## src/rtl/sync_fifo_pkg.sv

```systemverilog
// Shared definitions for the sync_fifo block: output mode selectors and depth helper.
package sync_fifo_pkg;

    localparam int unsigned FIFO_MODE_STD  = 0;
    localparam int unsigned FIFO_MODE_FWFT = 1;

    // Number of words addressed by an awidth-bit pointer.
    function automatic int unsigned fifo_depth(input int unsigned awidth);
        return 32'd1 << awidth;
    endfunction

endpackage

```

## src/rtl/sync_fifo_if.sv

```systemverilog
// Handshake/status bundle between a FIFO user (master) and the FIFO (slave).
//   clr                 synchronous flush
//   wr_en / wr_data     write request and payload
//   rd_en               read request (standard) or pop (FWFT)
//   rd_data / rd_valid  read payload and its qualifier
//   full / empty        acceptance flags
//   almost_full/_empty  threshold flags
//   level               words held, 0..DEPTH
//   overflow/underflow  one-cycle rejected-request strobes
interface sync_fifo_if #(
    parameter int unsigned DWIDTH = 8,
    parameter int unsigned AWIDTH = 6
);
    logic              clr;
    logic              wr_en;
    logic [DWIDTH-1:0] wr_data;
    logic              rd_en;
    logic [DWIDTH-1:0] rd_data;
    logic              rd_valid;
    logic              full;
    logic              empty;
    logic              almost_full;
    logic              almost_empty;
    logic [AWIDTH:0]   level;
    logic              overflow;
    logic              underflow;

    modport master (
        output clr, wr_en, wr_data, rd_en,
        input  rd_data, rd_valid, full, empty, almost_full, almost_empty,
               level, overflow, underflow
    );

    modport slave (
        input  clr, wr_en, wr_data, rd_en,
        output rd_data, rd_valid, full, empty, almost_full, almost_empty,
               level, overflow, underflow
    );
endinterface

```

## src/rtl/sync_fifo_ram_core.sv

```systemverilog
// Single-clock dual-port RAM: one write port, one read port whose address is sampled
// at the clock edge and whose data lands in an output register.
//   clk, rst_n      clock / async reset (output register only, storage is not reset)
//   i_clr           synchronous clear of the output register
//   i_wr_en/_addr/_data   write port
//   i_rd_en/_addr   read port, o_rd_data valid after the sampling edge
module fifo_ram_core
    import sync_fifo_pkg::*;
#(
    parameter int unsigned DWIDTH = 8,
    parameter int unsigned AWIDTH = 6
) (
    input  logic              clk,
    input  logic              rst_n,
    input  logic              i_clr,
    input  logic              i_wr_en,
    input  logic [AWIDTH-1:0] i_wr_addr,
    input  logic [DWIDTH-1:0] i_wr_data,
    input  logic              i_rd_en,
    input  logic [AWIDTH-1:0] i_rd_addr,
    output logic [DWIDTH-1:0] o_rd_data
);
    localparam int unsigned DEPTH = fifo_depth(AWIDTH);

    logic [DWIDTH-1:0] r_mem [DEPTH];
    logic [DWIDTH-1:0] r_q;

    // Storage: no reset so it maps onto block RAM.
    always_ff @(posedge clk) begin
        if (i_wr_en) begin
            r_mem[i_wr_addr] <= i_wr_data;
        end
    end

    // Read output register; resettable so the FIFO read data starts at zero.
    always_ff @(posedge clk or negedge rst_n) begin
        if (!rst_n) begin
            r_q <= '0;
        end else if (i_clr) begin
            r_q <= '0;
        end else if (i_rd_en) begin
            r_q <= r_mem[i_rd_addr];
        end
    end

    assign o_rd_data = r_q;

endmodule

```

## src/rtl/sync_fifo.sv

```systemverilog
// Single-clock FIFO over fifo_ram_core with standard or first-word-fall-through output,
// fill level, threshold flags and overflow/underflow strobes.
//   clk, rst_n  clock and asynchronous active-low reset
//   bus         sync_fifo_if slave modport (requests in, data/status out)
module sync_fifo
    import sync_fifo_pkg::*;
#(
    parameter int unsigned DWIDTH     = 8,
    parameter int unsigned AWIDTH     = 6,
    parameter int unsigned FWFT       = FIFO_MODE_STD,
    parameter int unsigned AFULL_LVL  = fifo_depth(AWIDTH) - 4,
    parameter int unsigned AEMPTY_LVL = 4
) (
    input  logic       clk,
    input  logic       rst_n,
    sync_fifo_if.slave bus
);
    localparam int unsigned DEPTH = fifo_depth(AWIDTH);
    localparam int unsigned LW    = AWIDTH + 1;
    localparam logic [LW-1:0] DEPTH_L  = LW'(DEPTH);
    localparam logic [LW-1:0] AFULL_L  = LW'(AFULL_LVL);
    localparam logic [LW-1:0] AEMPTY_L = LW'(AEMPTY_LVL);

    logic [AWIDTH-1:0] r_wr_ptr;
    logic [AWIDTH-1:0] r_rd_ptr;
    logic [LW-1:0]     r_level;
    logic              r_full;
    logic              r_empty;
    logic              r_afull;
    logic              r_aempty;
    logic              r_overflow;
    logic              r_underflow;

    logic [LW-1:0]     w_level_nxt;
    logic              w_wr_acc;
    logic              w_rd_acc;
    logic              w_ram_rd;
    logic              w_empty_nxt;
    logic [DWIDTH-1:0] w_ram_q;

    // Request acceptance and next fill level; flags are judged on the registered state,
    // so a read at full never makes room for a same-cycle write.
    always_comb begin
        w_wr_acc    = bus.wr_en && !r_full  && !bus.clr;
        w_rd_acc    = bus.rd_en && !r_empty && !bus.clr;
        w_level_nxt = r_level + LW'(w_wr_acc) - LW'(w_rd_acc);
    end

    // Pointers, level and registered flags; clr mirrors reset.
    always_ff @(posedge clk or negedge rst_n) begin
        if (!rst_n) begin
            r_wr_ptr    <= '0;
            r_rd_ptr    <= '0;
            r_level     <= '0;
            r_full      <= 1'b0;
            r_empty     <= 1'b1;
            r_afull     <= 1'b0;
            r_aempty    <= 1'b1;
            r_overflow  <= 1'b0;
            r_underflow <= 1'b0;
        end else if (bus.clr) begin
            r_wr_ptr    <= '0;
            r_rd_ptr    <= '0;
            r_level     <= '0;
            r_full      <= 1'b0;
            r_empty     <= 1'b1;
            r_afull     <= 1'b0;
            r_aempty    <= 1'b1;
            r_overflow  <= 1'b0;
            r_underflow <= 1'b0;
        end else begin
            if (w_wr_acc) begin
                r_wr_ptr <= r_wr_ptr + AWIDTH'(1);
            end
            if (w_ram_rd) begin
                r_rd_ptr <= r_rd_ptr + AWIDTH'(1);
            end
            r_level     <= w_level_nxt;
            r_full      <= (w_level_nxt == DEPTH_L);
            r_empty     <= w_empty_nxt;
            r_afull     <= (w_level_nxt >= AFULL_L);
            r_aempty    <= (w_level_nxt <= AEMPTY_L);
            r_overflow  <= bus.wr_en && r_full;
            r_underflow <= bus.rd_en && r_empty;
        end
    end

    fifo_ram_core #(
        .DWIDTH (DWIDTH),
        .AWIDTH (AWIDTH)
    ) u_ram (
        .clk       (clk),
        .rst_n     (rst_n),
        .i_clr     (bus.clr),
        .i_wr_en   (w_wr_acc),
        .i_wr_addr (r_wr_ptr),
        .i_wr_data (bus.wr_data),
        .i_rd_en   (w_ram_rd),
        .i_rd_addr (r_rd_ptr),
        .o_rd_data (w_ram_q)
    );

    generate
        if (FWFT == FIFO_MODE_FWFT) begin : g_fwft
            // Two-entry prefetch: RAM output register (q stage) feeding the output register.
            // ram_cnt counts committed words still in RAM, so a prefetch never targets the
            // word being written in the same cycle. Here empty means "no head word presented",
            // which lags level by the prefetch latency.
            logic [LW-1:0]     r_ram_cnt;
            logic [LW-1:0]     w_ram_cnt_nxt;
            logic              r_q_vld;
            logic              r_dout_vld;
            logic [DWIDTH-1:0] r_dout;
            logic              w_dout_free;
            logic              w_q_vld_nxt;
            logic              w_dout_vld_nxt;

            always_comb begin
                w_dout_free    = !r_dout_vld || w_rd_acc;
                w_ram_rd       = (r_ram_cnt != '0) && (!r_q_vld || w_dout_free) && !bus.clr;
                w_q_vld_nxt    = w_ram_rd || (r_q_vld && !w_dout_free);
                w_dout_vld_nxt = w_dout_free ? r_q_vld : 1'b1;
                w_ram_cnt_nxt  = r_ram_cnt + LW'(w_wr_acc) - LW'(w_ram_rd);
                w_empty_nxt    = !w_dout_vld_nxt;
            end

            always_ff @(posedge clk or negedge rst_n) begin
                if (!rst_n) begin
                    r_ram_cnt  <= '0;
                    r_q_vld    <= 1'b0;
                    r_dout_vld <= 1'b0;
                    r_dout     <= '0;
                end else if (bus.clr) begin
                    r_ram_cnt  <= '0;
                    r_q_vld    <= 1'b0;
                    r_dout_vld <= 1'b0;
                    r_dout     <= '0;
                end else begin
                    r_ram_cnt  <= w_ram_cnt_nxt;
                    r_q_vld    <= w_q_vld_nxt;
                    r_dout_vld <= w_dout_vld_nxt;
                    if (w_dout_free && r_q_vld) begin
                        r_dout <= w_ram_q;
                    end
                end
            end

            assign bus.rd_data  = r_dout;
            assign bus.rd_valid = r_dout_vld;
        end else begin : g_std
            // Standard: accepted read goes straight to the RAM; its output register is rd_data.
            logic r_rd_valid;

            assign w_ram_rd    = w_rd_acc;
            assign w_empty_nxt = (w_level_nxt == '0);

            always_ff @(posedge clk or negedge rst_n) begin
                if (!rst_n) begin
                    r_rd_valid <= 1'b0;
                end else if (bus.clr) begin
                    r_rd_valid <= 1'b0;
                end else begin
                    r_rd_valid <= w_rd_acc;
                end
            end

            assign bus.rd_data  = w_ram_q;
            assign bus.rd_valid = r_rd_valid;
        end
    endgenerate

    assign bus.full         = r_full;
    assign bus.empty        = r_empty;
    assign bus.almost_full  = r_afull;
    assign bus.almost_empty = r_aempty;
    assign bus.level        = r_level;
    assign bus.overflow     = r_overflow;
    assign bus.underflow    = r_underflow;

endmodule
```

## src/flat_wrapper.sv

```systemverilog
// flat-port wrapper written by rule: the top's interface ports become plain ports
module sync_fifo_flat import sync_fifo_pkg::*;
#(
    parameter int unsigned DWIDTH     = 8,
    parameter int unsigned AWIDTH     = 6,
    parameter int unsigned FWFT       = FIFO_MODE_STD,
    parameter int unsigned AFULL_LVL  = fifo_depth(AWIDTH) - 4,
    parameter int unsigned AEMPTY_LVL = 4
)
  (clk, rst_n, bus_clr, bus_wr_en, bus_wr_data, bus_rd_en, bus_rd_data, bus_rd_valid, bus_full, bus_empty, bus_almost_full, bus_almost_empty, bus_level, bus_overflow, bus_underflow);
  sync_fifo_if #(.DWIDTH(DWIDTH), .AWIDTH(AWIDTH)) bus_i ();
  input  logic clk;
  input  logic rst_n;
  input wire logic [$bits(bus_i.clr)-1:0] bus_clr;
  input wire logic [$bits(bus_i.wr_en)-1:0] bus_wr_en;
  input wire logic [$bits(bus_i.wr_data)-1:0] bus_wr_data;
  input wire logic [$bits(bus_i.rd_en)-1:0] bus_rd_en;
  output wire logic [$bits(bus_i.rd_data)-1:0] bus_rd_data;
  output wire logic [$bits(bus_i.rd_valid)-1:0] bus_rd_valid;
  output wire logic [$bits(bus_i.full)-1:0] bus_full;
  output wire logic [$bits(bus_i.empty)-1:0] bus_empty;
  output wire logic [$bits(bus_i.almost_full)-1:0] bus_almost_full;
  output wire logic [$bits(bus_i.almost_empty)-1:0] bus_almost_empty;
  output wire logic [$bits(bus_i.level)-1:0] bus_level;
  output wire logic [$bits(bus_i.overflow)-1:0] bus_overflow;
  output wire logic [$bits(bus_i.underflow)-1:0] bus_underflow;
  assign bus_i.clr = bus_clr;
  assign bus_i.wr_en = bus_wr_en;
  assign bus_i.wr_data = bus_wr_data;
  assign bus_i.rd_en = bus_rd_en;
  assign bus_rd_data = bus_i.rd_data;
  assign bus_rd_valid = bus_i.rd_valid;
  assign bus_full = bus_i.full;
  assign bus_empty = bus_i.empty;
  assign bus_almost_full = bus_i.almost_full;
  assign bus_almost_empty = bus_i.almost_empty;
  assign bus_level = bus_i.level;
  assign bus_overflow = bus_i.overflow;
  assign bus_underflow = bus_i.underflow;
  sync_fifo #(.DWIDTH(DWIDTH), .AWIDTH(AWIDTH), .FWFT(FWFT), .AFULL_LVL(AFULL_LVL), .AEMPTY_LVL(AEMPTY_LVL)) u_core (.clk(clk), .rst_n(rst_n), .bus(bus_i));
endmodule
```

## config.mk

```make
export PLATFORM = sky130hd
export DESIGN_NAME = sync_fifo_flat
export DESIGN_NICKNAME = d
export VERILOG_FILES = /design/src/rtl/sync_fifo_pkg.sv /design/src/rtl/sync_fifo_if.sv /design/src/rtl/sync_fifo_ram_core.sv /design/src/rtl/sync_fifo.sv /design/src/flat_wrapper.sv
export SDC_FILE = /design/constraint.sdc
export NUM_CORES = 1
export LEC_CHECK = 0
export CAP_MARGIN = 15
export CORE_MARGIN = 2
export CORE_UTILIZATION = 58
export CTS_BUF_LIST = sky130_fd_sc_hd__clkbuf_2 sky130_fd_sc_hd__clkbuf_4 sky130_fd_sc_hd__clkbuf_8
export CTS_CLUSTER_SIZE = 20
export DETAILED_ROUTE_END_ITERATION = 8
export PLACE_DENSITY = 0.75
export SYNTH_ARGS = -nofsm -noshare
export SYNTH_HDL_FRONTEND = slang
export SYNTH_SLANG_ARGS = --single-unit
```

## constraint.sdc

```tcl
create_clock -name clk -period 3.32 [get_ports clk]
set_clock_uncertainty 0.15 [all_clocks]
set_input_delay 0.664 -clock clk [delete_from_list [all_inputs] [get_ports clk]]
set_output_delay 0.664 -clock clk [all_outputs]
set_load 0.02 [all_outputs]
```

## Word-level counts from Yosys, hierarchy flattened

Memory sizes are Yosys's and may differ from the RTL's.
Cells that the tools add are included.

- Register bits after elaboration: 34
- Bits in writable memories: 512
- Logic and storage cells: 47
- Memories kept: 1

- Add/sub/neg operators: 4
- Order comparisons: 2
- Equal/unequal tests: 1
- Muxes and demuxes: 16
- Reduce and logical (&&, ||, !) cells: 12

Memory list:

| name | words | bits a word | rd ports | clocked after memory_dff | write ports | RTL line | source |
|---|---|---|---|---|---|---|---|
| u_core.u_ram.r_mem | 64 | 8 | 1 | 0 | 1 | sync_fifo_ram_core.sv:25 | `logic [DWIDTH-1:0] r_mem [DEPTH];` |

Operators by type and width:

| cell | count |
|---|---|
| 6-bit 2-to-1 mux | 4 |
| 8-bit 2-to-1 mux | 2 |
| 6-bit by 1-bit adder with 6-bit output, second input constant | 2 |
| 1-bit 2-to-1 mux | 9 |
| 7-bit by 1-bit adder with 7-bit output | 1 |
| 7-bit equality test, second input constant | 1 |
| 7-bit by 6-bit >= comparator with 1-bit output, second input constant | 1 |
| 7-bit by 3-bit less-or-equal comparator with 1-bit output, second input constant | 1 |
| 7-bit logical NOT | 1 |
| 7-bit 2-to-1 mux | 1 |
| 7-bit by 1-bit subtractor with 7-bit output | 1 |
| 1-bit logical AND | 6 |
| 2-bit nonzero test | 2 |
| 1-bit logical NOT | 3 |

## Logic depth before layout (Yosys ltp)

- Depth in word-level cells: 7
- Mapped depth: 13
- Mapped depth without buffers: 12

## Hierarchy

From an unflattened synthesis, not the netlist that was laid out.

- Cells, all modules: 1056
- Area, all modules: 21528.1 sq um

Modules (own cells, without submodules):

| module | times used | cells each | area an instance (sq um) | seq. area each (sq um) |
|---|---|---|---|---|
| fifo_ram_core | 1 | 925 | 20166.8 | 15574.9 |
| sync_fifo | 1 | 131 | 1361.3 | 653.1 |

## Worst setup path before layout

No wires, ideal clock.

- Path type: input to register
- Start: input port bus_rd_en
- End: register u_core.r_full (netlist: u_core.bus.full)
- Arrival: 3055 ps
- Required time: 3065 ps
- Slack: 10 ps
- Cell stages on the path: 13
- Path buffers: 1
- Cells stage by stage: nor2b_1 > clkbuf_1 > and2_1 > ha_1 > inv_1 > ha_1 > inv_1 > fa_1 > nor2b_1 > o31a_1 > a21oi_1 > or3_1 > nor4b_1

- Longest elaborated chain between the ends: 5

Ends and longest elaborated chain:

| item | RTL line | source |
|---|---|---|
| start: declaration | flat_wrapper.sv:17 | `input wire logic [$bits(bus_i.rd_en)-1:0] bus_rd_en;` |
| 1-bit logical AND (2 in a row) | sync_fifo.sv:45 | `w_rd_acc = bus.rd_en && !r_empty && !bus.clr;` |
| 7-bit by 1-bit subtractor with 7-bit output | sync_fifo.sv:46 | `w_level_nxt = r_level + LW'(w_wr_acc) - LW'(w_rd_acc);` |
| 7-bit equality test | sync_fifo.sv:79 | `r_full <= (w_level_nxt == DEPTH_L);` |
| 1-bit 2-to-1 mux | sync_fifo.sv:61 | `end else if (bus.clr) begin` |
| end signal: assignment | sync_fifo.sv:79 |  |
| end: declaration | sync_fifo.sv:27 | `logic r_full;` |

Every way passes these cells.
A chain may end at the register's enable or synchronous reset.

## Worst setup path in the final report

- Start: register u_core.r_empty (netlist: u_core.bus.empty)
- End: register u_core.r_full (netlist: u_core.bus.full)

- Longest elaborated chain between the ends: 6

Ends and longest elaborated chain:

| item | RTL line | source |
|---|---|---|
| start: declaration | sync_fifo.sv:28 | `logic r_empty;` |
| start signal: assignment | sync_fifo.sv:80 | `r_empty <= w_empty_nxt;` |
| 1-bit logical NOT | sync_fifo.sv:45 |  |
| 1-bit logical AND (2 in a row) | sync_fifo.sv:45 |  |
| 7-bit by 1-bit subtractor with 7-bit output | sync_fifo.sv:46 |  |
| 7-bit equality test | sync_fifo.sv:79 |  |
| 1-bit 2-to-1 mux | sync_fifo.sv:61 |  |

Every way passes these cells.

==> results.yml <==
status:
  status: "completed"
layout:
  drive_above_1_share: 0.326
  nFillCells: 2276
  multi_input_area_mm2: 0.00485
  regArea_mm2: 0.0162
  syn2layout_area_growth_pct: 15.8
  stdcell_count: 1793
  nNetsFinal: 1279
  antennaDiodeCount: 0
die:
  fp.dieH_um: 196
  num_rows: 70
  core_area_mm2: 0.0364
  die_x_um: 196
  ios: 35
  fp.dieArea_mm2: 0.0385
  start_util: 0.587
power:
  p_leak_nw: 8.13
  ir_drop_mv: 0.373
  p_per_area_mw_per_mm2: 600
  p_total_mw: 14.9
route:
  drt_wl_total_mm: 45.5
  antenna_left: 0
  wl_per_cell_um: 25.4
  vias_per_cell: 6.16
  dr_total_vias: 11000
  drc: 0
  dr.pass1.iters: 5
  drt_iter0_drc: 1023
critical_path:
  cp-end-kind: "flip-flop"
  path_max_fanout: 5
  required_ns: 3.72
  timing.critical_path.from_type: "flip-flop"
  crit_type: "reg2reg"
  cp.arrival_ns: 3.50
  ff2ff_setup_slack_ns: 0.22
grt:
  grt_max_degree: 65
  grt.busiest_layer: "met2"
  use_met1: 0.360
  grt_usage: 0.245
  antenna_found_initial: 0
  globalRouteMet3Util: 0.0569
  overflow: 0
  grt_first_pass_wirelength_mm: 68.0
  first_global_vias: 11000
  grt_use_met2: 0.371
place:
  place_ws_ns: -0.490
  dp_hpwl_mm: 29.0
  portBuffers: 34
  dp.cells: 1638
  place.gp.congestion: 0.817
timing:
  setup_ws_ns: 0.222
  tns_ns: 0
  slew_violations: 0
  finalHoldViolCount: 0
  finalCritPeriodShare: 0.933
  slew_headroom: 0.443
  fmax_ghz: 0.323
  tightestPinTransition_ns: 0.835
  finalSetupViolCount: 0
  finalCriticalPeriod_ns: 3.10
logic_synthesis:
  synth_compound_gate_area_share: 0.0334
  synth_area_leaders: "edfxtp_1 (72%), mux4_2 (13%), dfrtp_1 (3.7%)"
  netlist_area_mm2: 0.0214
  synthTopCellsByCount: "edfxtp_1 (512), mux4_2 (127), nor2_1 (90)"
  synth_async_sr_flop_share: 0.0623
  seq_area_frac_synth: 0.758
  synth.most_common_cell: "edfxtp_1"
  yosysTopAreaCellShare: 0.718
  synth.avg_cell_area_um2: 20.3
  ys_ff_latch: 546
  synth_nets: 1076
  synth-xor-area-share: 0.00491
  yosys.area_share.simple: 0.0379
  synthDistinctLibCells: 58
  synth_top_family_by_area: "multiplexers"
  synthCells: 1053
  synth_flop_cell: "edfxtp_1"
  synthMuxAreaShare: 0.143
  netlist.top_cell.by_area: "edfxtp_1"
  synth_fa_ha_area_frac: 0.00620
  synth-edff-count: 512
  ys_warn_count: 0
flow_run:
  maxCapViolations: 0
clocking:
  path_clk_slew_ns: 0.06
  cts_tree: "built"
  h-tree-depth: 3
  post_cts_buffers: 0
  cts_buffer_depth: 3
  cts_sinks: 546
  root_buffer: "clkbuf_8"
  clk_latency_ns: 0.65
  numCtsBuffers: 83
hold_path:
  hp-class: "in2reg"
==> layer usage <==
layer | up-vias | part of all wire
met5 | - | 0
met4 | 0 | 0.019
met3 | 60 | 0.094
met2 | 528 | 0.48
met1 | 5706 | 0.41
li1 | 4747 | -
==> placed cells by master, fill, tap and decap left out, types with 6 or more instances in the layout <==
cell | netlist | final
dfrtp_1 | 32 | 30
mux4_2 | 127 | 127
buf_12 | 0 | 6
nor2_1 | 90 | 90
clkbuf_4 | 0 | 41
nand3_1 | 12 | 12
clkinv_2 | 0 | 10
a22o_1 | 10 | 10
a21oi_1 | 22 | 22
a22oi_1 | 28 | 28
nand2_1 | 21 | 21
nor2b_1 | 9 | 6
xor2_1 | 7 | 7
clkinv_1 | 0 | 9
buf_2 | 7 | 9
clkdlybuf4s50_1 | 0 | 25
ha_1 | 9 | 9
mux2i_1 | 21 | 21
buf_4 | 5 | 130
inv_1 | 13 | 13
clkbuf_8 | 0 | 87
nand3b_1 | 7 | 7
edfxtp_1 | 512 | 512
==> flip-flops by register name, summed over array words and instances, names as in the netlist <==
| register | count |
|---|---|
| u_core.bus.almost_full | 1 |
| u_core.bus.empty | 1 |
| u_core.r_rd_ptr | 6 |
| u_core.bus.level | 7 |
| u_core.bus.rd_valid | 1 |
| u_core.bus.full | 1 |
| u_core.bus.almost_empty | 1 |
| u_core.bus.underflow | 1 |
| u_core.r_wr_ptr | 6 |
| u_core.u_ram.r_mem | 512 |
| u_core.u_ram.o_rd_data | 8 |
| u_core.bus.overflow | 1 |
==> final timing paths <==
kind / cells past startpoint / startpoint / endpoint
hold reg to reg: 2 / u_core.u_ram.o_rd_data[1]$_DFFE_PN0P_ / u_core.u_ram.o_rd_data[1]$_DFFE_PN0P_
min in group asynchronous: 2 / rst_n / u_core.bus.rd_valid$_DFF_PN0_
hold / removal: 1 / bus_wr_data[2] / u_core.u_ram.r_mem[13][2]$_DFFE_PP_
max in group asynchronous: 2 / rst_n / u_core.r_rd_ptr[0]$_DFFE_PN0P_
setup / recovery: 12 / u_core.bus.empty$_DFF_PN1_ / u_core.bus.full$_DFF_PN0_
setup reg to reg: 12 / u_core.bus.empty$_DFF_PN1_ / u_core.bus.full$_DFF_PN0_
==> cell type report <==
type,count,share of cell area
tap,468,0.0236
multi-input combinational,441,0.196
inverter,13,0.00197
clock buffer,128,0.0608
sequential,546,0.655
timing repair buffer,171,0.0566
clock inverter,26,0.00616
==> critical path: stages (launching register included) <==
cell	delay, ns
dfstp_2	0.58
nor2b_2	0.06
and2_1	0.17
ha_1	0.27
inv_1	0.06
ha_1	0.17
inv_1	0.07
fa_1	0.43
nor2b_2	0.14
o31a_1	0.17
a21oi_1	0.07
or3_1	0.41
nor4b_2	0.26
==> through the flow <==
stage               hold WS (ns)  utilization  area [um2]
floorplan                  0.218            -       21400
global route               0.324        0.680       24800
finish                     0.351        0.680       24800
global placement           0.371        0.634       23100
detailed placement         0.377        0.634       23100
CTS                        0.306        0.680       24800
==> cells by family (layout without fill, tap and decap cells) <==
kind of cell | after synthesis | after routing
AND/OR/NAND/NOR | 171 | 171
AO/OA/AOI/OAI | 100 | 100
flip-flops | 546 | 546
XOR/XNOR | 12 | 12
multiplexers | 148 | 148
buffers and inverters | 66 | 338
adder cells (fa/ha/maj) | 10 | 10
==> power by group <==
group / switching, mW / internal (mW) / leakage [nW] / total, mW
clock network: 2.51 / 2.92 / 0.894 / 5.42
registers: 0.0852 / 7.61 / 5.05 / 7.70
logic: 0.892 / 0.843 / 2.18 / 1.74
==> repair_timing <==
action,CTS,global route
hold buffers,1,0
hold endpoints to repair,32,0
setup endpoints to repair,0,3
gates resized for setup,0,3
Power figures use the tool's default switching activity.
